===== src/rtl/arbiter_wrr_if.sv =====
`default_nettype none
// +--------------------------------------------------------------------------+
// | arbiter_wrr_if : request/weight/grant bundle for the WRR arbiter          |
// | Revision 1.0 ; optional lock signal under ARBITER_WRR_LOCK_EN             |
// +--------------------------------------------------------------------------+
interface arbiter_wrr_if #(
  parameter int NUM_PORTS    = 9,
  parameter int WEIGHT_WIDTH = 4,
  parameter int SEL_WIDTH    = 4
);
  logic [0:NUM_PORTS-1]              request;
  logic [NUM_PORTS*WEIGHT_WIDTH-1:0] weight;
  logic [0:NUM_PORTS-1]              grant;
  logic [SEL_WIDTH-1:0]              grant_id;
  logic                              active;
`ifdef ARBITER_WRR_LOCK_EN
  logic                              lock;

  modport master (output request, weight, lock, input grant, grant_id, active);
  modport slave  (input request, weight, lock, output grant, grant_id, active);
`else
  modport master (output request, weight, input grant, grant_id, active);
  modport slave  (input request, weight, output grant, grant_id, active);
`endif
endinterface
`default_nettype wire


===== src/rtl/arbiter_wrr.sv =====
`default_nettype none
// +--------------------------------------------------------------------------+
// | arbiter_wrr : weighted round-robin arbiter, registered one-hot grant      |
// | Revision 1.0 ; optional hold input under ARBITER_WRR_LOCK_EN              |
// +--------------------------------------------------------------------------+
module arbiter_wrr #(
  parameter int NUM_PORTS    = 9,
  parameter int WEIGHT_WIDTH = 4,
  parameter int SEL_WIDTH    = 4
) (
  input  wire logic     clk,
  input  wire logic     rst,
  arbiter_wrr_if.slave  bus
);

  typedef enum logic [0:0] {IDLE = 1'b0, GRANT = 1'b1} state_t;

  state_t                  state_q, state_d;
  logic [0:NUM_PORTS-1]    grant_q, grant_d;
  logic [SEL_WIDTH-1:0]    grant_id_q, grant_id_d;
  logic                    active_q, active_d;
  logic [WEIGHT_WIDTH-1:0] credit_q, credit_d;
  logic [SEL_WIDTH-1:0]    last_q, last_d;

  logic                    lock_in;
  logic                    idle_hit, next_hit;
  logic [SEL_WIDTH-1:0]    idle_idx, next_idx;
  logic [SEL_WIDTH-1:0]    idle_start, next_start;
  logic [WEIGHT_WIDTH-1:0] w_g, ew_g;
  logic                    req_g;

`ifdef ARBITER_WRR_LOCK_EN
  assign lock_in = bus.lock;
`else
  assign lock_in = 1'b0;
`endif

  // First requester at or after start, measured by circular distance.
  function automatic void find_from(
    input  logic [0:NUM_PORTS-1] req,
    input  logic [SEL_WIDTH-1:0] start,
    output logic                 hit,
    output logic [SEL_WIDTH-1:0] idx
  );
    int s, d, best;
    s    = int'(start);
    best = NUM_PORTS;
    hit  = 1'b0;
    idx  = '0;
    for (int i = 0; i < NUM_PORTS; i++) begin
      if (req[i]) begin
        d = (i >= s) ? (i - s) : (i + NUM_PORTS - s);
        if (d < best) begin
          best = d;
          hit  = 1'b1;
          idx  = SEL_WIDTH'(i);
        end
      end
    end
  endfunction

  assign idle_start = (last_q == SEL_WIDTH'(NUM_PORTS-1)) ? '0 : last_q + SEL_WIDTH'(1);
  assign next_start = (grant_id_q == SEL_WIDTH'(NUM_PORTS-1)) ? '0 : grant_id_q + SEL_WIDTH'(1);
  assign req_g      = |(bus.request & grant_q);
  assign ew_g       = (w_g == '0) ? WEIGHT_WIDTH'(1) : w_g;

  always_comb begin
    w_g = '0;
    for (int i = 0; i < NUM_PORTS; i++) begin
      if (grant_id_q == SEL_WIDTH'(i)) w_g = bus.weight[i*WEIGHT_WIDTH +: WEIGHT_WIDTH];
    end
  end

  always_comb begin
    find_from(bus.request, idle_start, idle_hit, idle_idx);
    find_from(bus.request, next_start, next_hit, next_idx);
  end

  always_comb begin
    state_d    = state_q;
    grant_id_d = grant_id_q;
    credit_d   = credit_q;
    last_d     = last_q;
    case (state_q)
      IDLE: begin
        if (idle_hit) begin
          state_d    = GRANT;
          grant_id_d = idle_idx;
          credit_d   = WEIGHT_WIDTH'(1);
        end
      end
      GRANT: begin
        if (!req_g) begin
          last_d = grant_id_q;
          if (next_hit) begin
            grant_id_d = next_idx;
            credit_d   = WEIGHT_WIDTH'(1);
          end else begin
            state_d    = IDLE;
            grant_id_d = '0;
            credit_d   = '0;
          end
        end else if (lock_in) begin
          credit_d = (credit_q >= ew_g) ? ew_g : credit_q + WEIGHT_WIDTH'(1);
        end else if (credit_q < ew_g) begin
          credit_d = credit_q + WEIGHT_WIDTH'(1);
        end else begin
          // Quantum spent; the search may wrap back to g when it is alone.
          last_d     = grant_id_q;
          grant_id_d = next_idx;
          credit_d   = WEIGHT_WIDTH'(1);
        end
      end
      default: begin
        state_d    = IDLE;
        grant_id_d = '0;
        credit_d   = '0;
      end
    endcase

    active_d = (state_d == GRANT);
    for (int i = 0; i < NUM_PORTS; i++) begin
      grant_d[i] = (state_d == GRANT) && (grant_id_d == SEL_WIDTH'(i));
    end
  end

  always_ff @(posedge clk or negedge rst) begin
    if (!rst) begin
      state_q    <= IDLE;
      grant_q    <= '0;
      grant_id_q <= '0;
      active_q   <= 1'b0;
      credit_q   <= '0;
      last_q     <= SEL_WIDTH'(NUM_PORTS-1);
    end else begin
      state_q    <= state_d;
      grant_q    <= grant_d;
      grant_id_q <= grant_id_d;
      active_q   <= active_d;
      credit_q   <= credit_d;
      last_q     <= last_d;
    end
  end

  assign bus.grant    = grant_q;
  assign bus.grant_id = grant_id_q;
  assign bus.active   = active_q;

endmodule
`default_nettype wire


===== src/flat_wrapper.sv =====
// flat-port wrapper written by rule: the top's interface ports become plain ports
module arbiter_wrr_flat 
#(
  parameter int NUM_PORTS    = 9,
  parameter int WEIGHT_WIDTH = 4,
  parameter int SEL_WIDTH    = 4
)
  (clk, rst, bus_request, bus_weight, bus_grant, bus_grant_id, bus_active);
  arbiter_wrr_if #(.NUM_PORTS(NUM_PORTS), .WEIGHT_WIDTH(WEIGHT_WIDTH), .SEL_WIDTH(SEL_WIDTH)) bus_i ();
  input  wire logic clk;
  input  wire logic rst;
  input wire logic [$bits(bus_i.request)-1:0] bus_request;
  input wire logic [$bits(bus_i.weight)-1:0] bus_weight;
  output wire logic [$bits(bus_i.grant)-1:0] bus_grant;
  output wire logic [$bits(bus_i.grant_id)-1:0] bus_grant_id;
  output wire logic [$bits(bus_i.active)-1:0] bus_active;
  assign bus_i.request = bus_request;
  assign bus_i.weight = bus_weight;
  assign bus_grant = bus_i.grant;
  assign bus_grant_id = bus_i.grant_id;
  assign bus_active = bus_i.active;
  arbiter_wrr #(.NUM_PORTS(NUM_PORTS), .WEIGHT_WIDTH(WEIGHT_WIDTH), .SEL_WIDTH(SEL_WIDTH)) u_core (.clk(clk), .rst(rst), .bus(bus_i));
endmodule

===== config.mk =====
export PLATFORM = sky130hd
export DESIGN_NAME = arbiter_wrr_flat
export DESIGN_NICKNAME = d
export VERILOG_FILES = /design/src/rtl/arbiter_wrr_if.sv /design/src/rtl/arbiter_wrr.sv /design/src/flat_wrapper.sv
export SDC_FILE = /design/constraint.sdc
export NUM_CORES = 1
export LEC_CHECK = 0
export CAP_MARGIN = 10
export CORE_UTILIZATION = 40
export DETAILED_ROUTE_END_ITERATION = 8
export GPL_ROUTABILITY_DRIVEN = 0
export GPL_TIMING_DRIVEN = 0
export PLACE_DENSITY = 0.66
export SLEW_MARGIN = 5
export SYNTH_ARGS = -nofsm -noshare
export SYNTH_HDL_FRONTEND = slang
export SYNTH_SLANG_ARGS = --single-unit

===== constraint.sdc =====
create_clock -name clk -period 15.8 [get_ports clk]
set_clock_uncertainty 0.05 [all_clocks]
set_input_delay 4.74 -clock clk [delete_from_list [all_inputs] [get_ports clk]]
set_output_delay 4.74 -clock clk [all_outputs]
set_load 0.02 [all_outputs]

==> summary.txt <==
Hold Crit Class: reg2reg
total of max-cap violations: 0
# rows: 48
clk root buf: clkbuf_16
via count: 8347
post-synthesis average cell area: 7.29 um2
Final ANT Viol Nets: 0
drt wl/cell: 19.0 um
top cells by count, synth: ha_1, nand2_1, inv_1, a21oi_1, nor2_1
nets@finish: 1340
Tmin final: 18.62 ns
CTS H-tree lvls: 1
Fmax: 53.7 MHz
diode count: 0
Mapped Cells: 998
post-synth top area cell: ha_1
slowest CP cell: a2111o_1
yosys warns: 0
layout cell share with drive strength beyond 1: 0.237
DIE HEIGHT: 137 um
grt total ovfl: 0
relative slew slack: 0.317
status: finished with violations
Worst Setup Slack, final: -2.82 ns
CTS tree: built
Synth Cell Area: 7280 um2
RSZ-0062 raised after global routing: true
Setup violations, final: 18
Synth async-reset ratio: 1.00
period utilisation layout: 1.18
Clock Latency Late Sink: 0.26 ns
leading post-synthesis cells by cell area: ha_1, dfrtp_1, nand2_1
startpoint types: primary input
Clock Sink Count: 22
Core ar.: 17500 um2
Starting DRT DRC Count: 579
aggregate global-route resource usage: 0.271
Design Area, Final: 9870 um2
Critical Path Max Stage Delay: 0.40 ns
Detailed Place HPWL: 19200 um
vias in the first global route: 7897
top_reg_cell synth: dfrtp_1
initial antenna violation count: 0
Synth cell types: 86
cts bufs inserted: 3
first-pass GRT wire length: 40000 um
Post-synth EDFFs: 0
CP required: 15.89 ns
via/cell ratio: 6.01
Slew @ Worst Pin: 1.00 ns
register area share after synthesis: 0.0758
end-of-flow core utilization: 0.563
failing checks: setup timing
Post-DP Area: 8460 um2
drt drc: 0
WL final: 26400 um
drt first pass iters: 6
count leader, synth: ha_1
num ports: 61
CTS Hold Bufs: 0
largest net degree at the start of global routing: 23
IO buf count: 56
Starting Density: 0.415
Final Hold Viols: 0
cell mode on critical path: o21ai_2
crit-path max FO: 6
CP endpoint kind: flip-flop
clock-pin slew on the worst setup and hold paths: 0.06 ns
Slew Viols, Final: 0
Synth Register Bits: 22
Critical Path AT: 18.70 ns
die width: 137 um
top cell type's share of synthesized area: 0.218
Die ar.: 18700 um2
Syn-to-layout area delta: 35.6%
CTS max path bufs: 2
Crit Path Class: in2reg
-- state kept, by name, indices dropped and copies added, names as in the netlist --
| name | cells |
|---|---|
| u_core.bus.grant | 9 |
| u_core.bus.grant_id | 4 |
| u_core.credit_q | 4 |
| u_core.last_q | 4 |
| u_core.state_q | 1 |
-- per-layer routing --
metal / track usage / vias up / wire length [um]
li1: - / 4005 / -
met1: 0.355 / 3954 / 11100
met2: 0.471 / 332 / 12800
met3: 0.0281 / 56 / 1810
met4: 0.0684 / 0 / 720
met5: 0 / - / 0
-- worst max-delay path, delay by kind of cell --
family                     cells  cell delay [ns]
AOI/OAI and AO/OA             37             7.59
buffers and inverters         10             1.14
adders and majority gates      8             1.77
muxes                          6             1.61
and+or+nand+nor               14             1.81
-- stage by stage --
step	instances	setup slack (ns)	TNS [ns]	hold WS, ns
floorplan	1002	-1.95	-31.34	0.445
global placement	1283	-3.82	-63.32	0.484
detailed placement	1283	-3.94	-65.64	0.484
CTS	1353	-2.29	-38.65	0.494
global route	1390	-3.45	-58.17	0.520
finish	1390	-2.82	-47.06	0.494
-- kinds of logic (layout without fill, tap and decap cells) --
group / Yosys count / count (layout) / synth area share
fa+ha+maj: 127 / 127 / 0.218
buf+inv: 116 / 279 / 0.0608
compound gates: 310 / 310 / 0.298
xor+xnor: 26 / 26 / 0.0313
flops: 22 / 22 / 0.0758
simple gates: 335 / 335 / 0.226
mux: 60 / 60 / 0.0890
other cells: 2 / 6 / 0.00103
-- layout by cell type, fill, tap and decap left out, types with 10 or more instances in the layout --
cell type / count
ha_1: 113
nand2_1: 108
buf_4: 98
inv_1: 74
a21oi_1: 65
nor2_1: 63
clkdlybuf4s50_1: 56
o21ai_0: 47
nand3_1: 31
clkbuf_1: 26
mux2_2: 23
xnor2_1: 22
a21o_1: 22
dfrtp_1: 21
mux2i_1: 19
o21a_1: 16
o21ai_2: 15
nor2b_1: 15
and2_1: 14
o211ai_1: 11
mux2i_2: 10
nand4_1: 10
nor3_1: 10
-- worst paths after layout --
| path | slack [ns] | endpoint | start | cells past startpoint |
|---|---|---|---|---|
| setup / recovery | -2.82 | u_core.bus.grant[2] | bus_request[8] | 75 |
| hold / removal | 0.49 | u_core.credit_q[3] | u_core.credit_q[3] | 1 |
| setup reg to reg | -1.84 | u_core.bus.grant[2] | u_core.bus.grant_id[1] | 79 |
| hold reg to reg | 0.49 | u_core.credit_q[3] | u_core.credit_q[3] | 1 |
| max in group asynchronous | 10.13 | u_core.state_q | rst | 1 |
| min in group asynchronous | 4.97 | u_core.bus.grant_id[3] | rst | 1 |
-- layout make-up --
| type | instances | area (um2) |
|---|---|---|
| buffer | 33 | 163 |
| clock buffer | 3 | 75.1 |
| clock inverter | 1 | 30.0 |
| fill | 1621 | 7660 |
| inverter | 83 | 315 |
| multi-input combinational | 864 | 7100 |
| sequential | 22 | 552 |
| tap | 225 | 282 |
| timing repair buffer | 159 | 1360 |
-- repair_timing --
item                       in CTS  in global routing
pin swaps                      42                 55
setup endpoints to repair      18                 18
gates resized for setup        60                 48
setup buffers                  66                 37
Power is left out: the tool's default activity adds up to more than one toggle a clock period on the data nets, which glitch-free logic cannot reach.
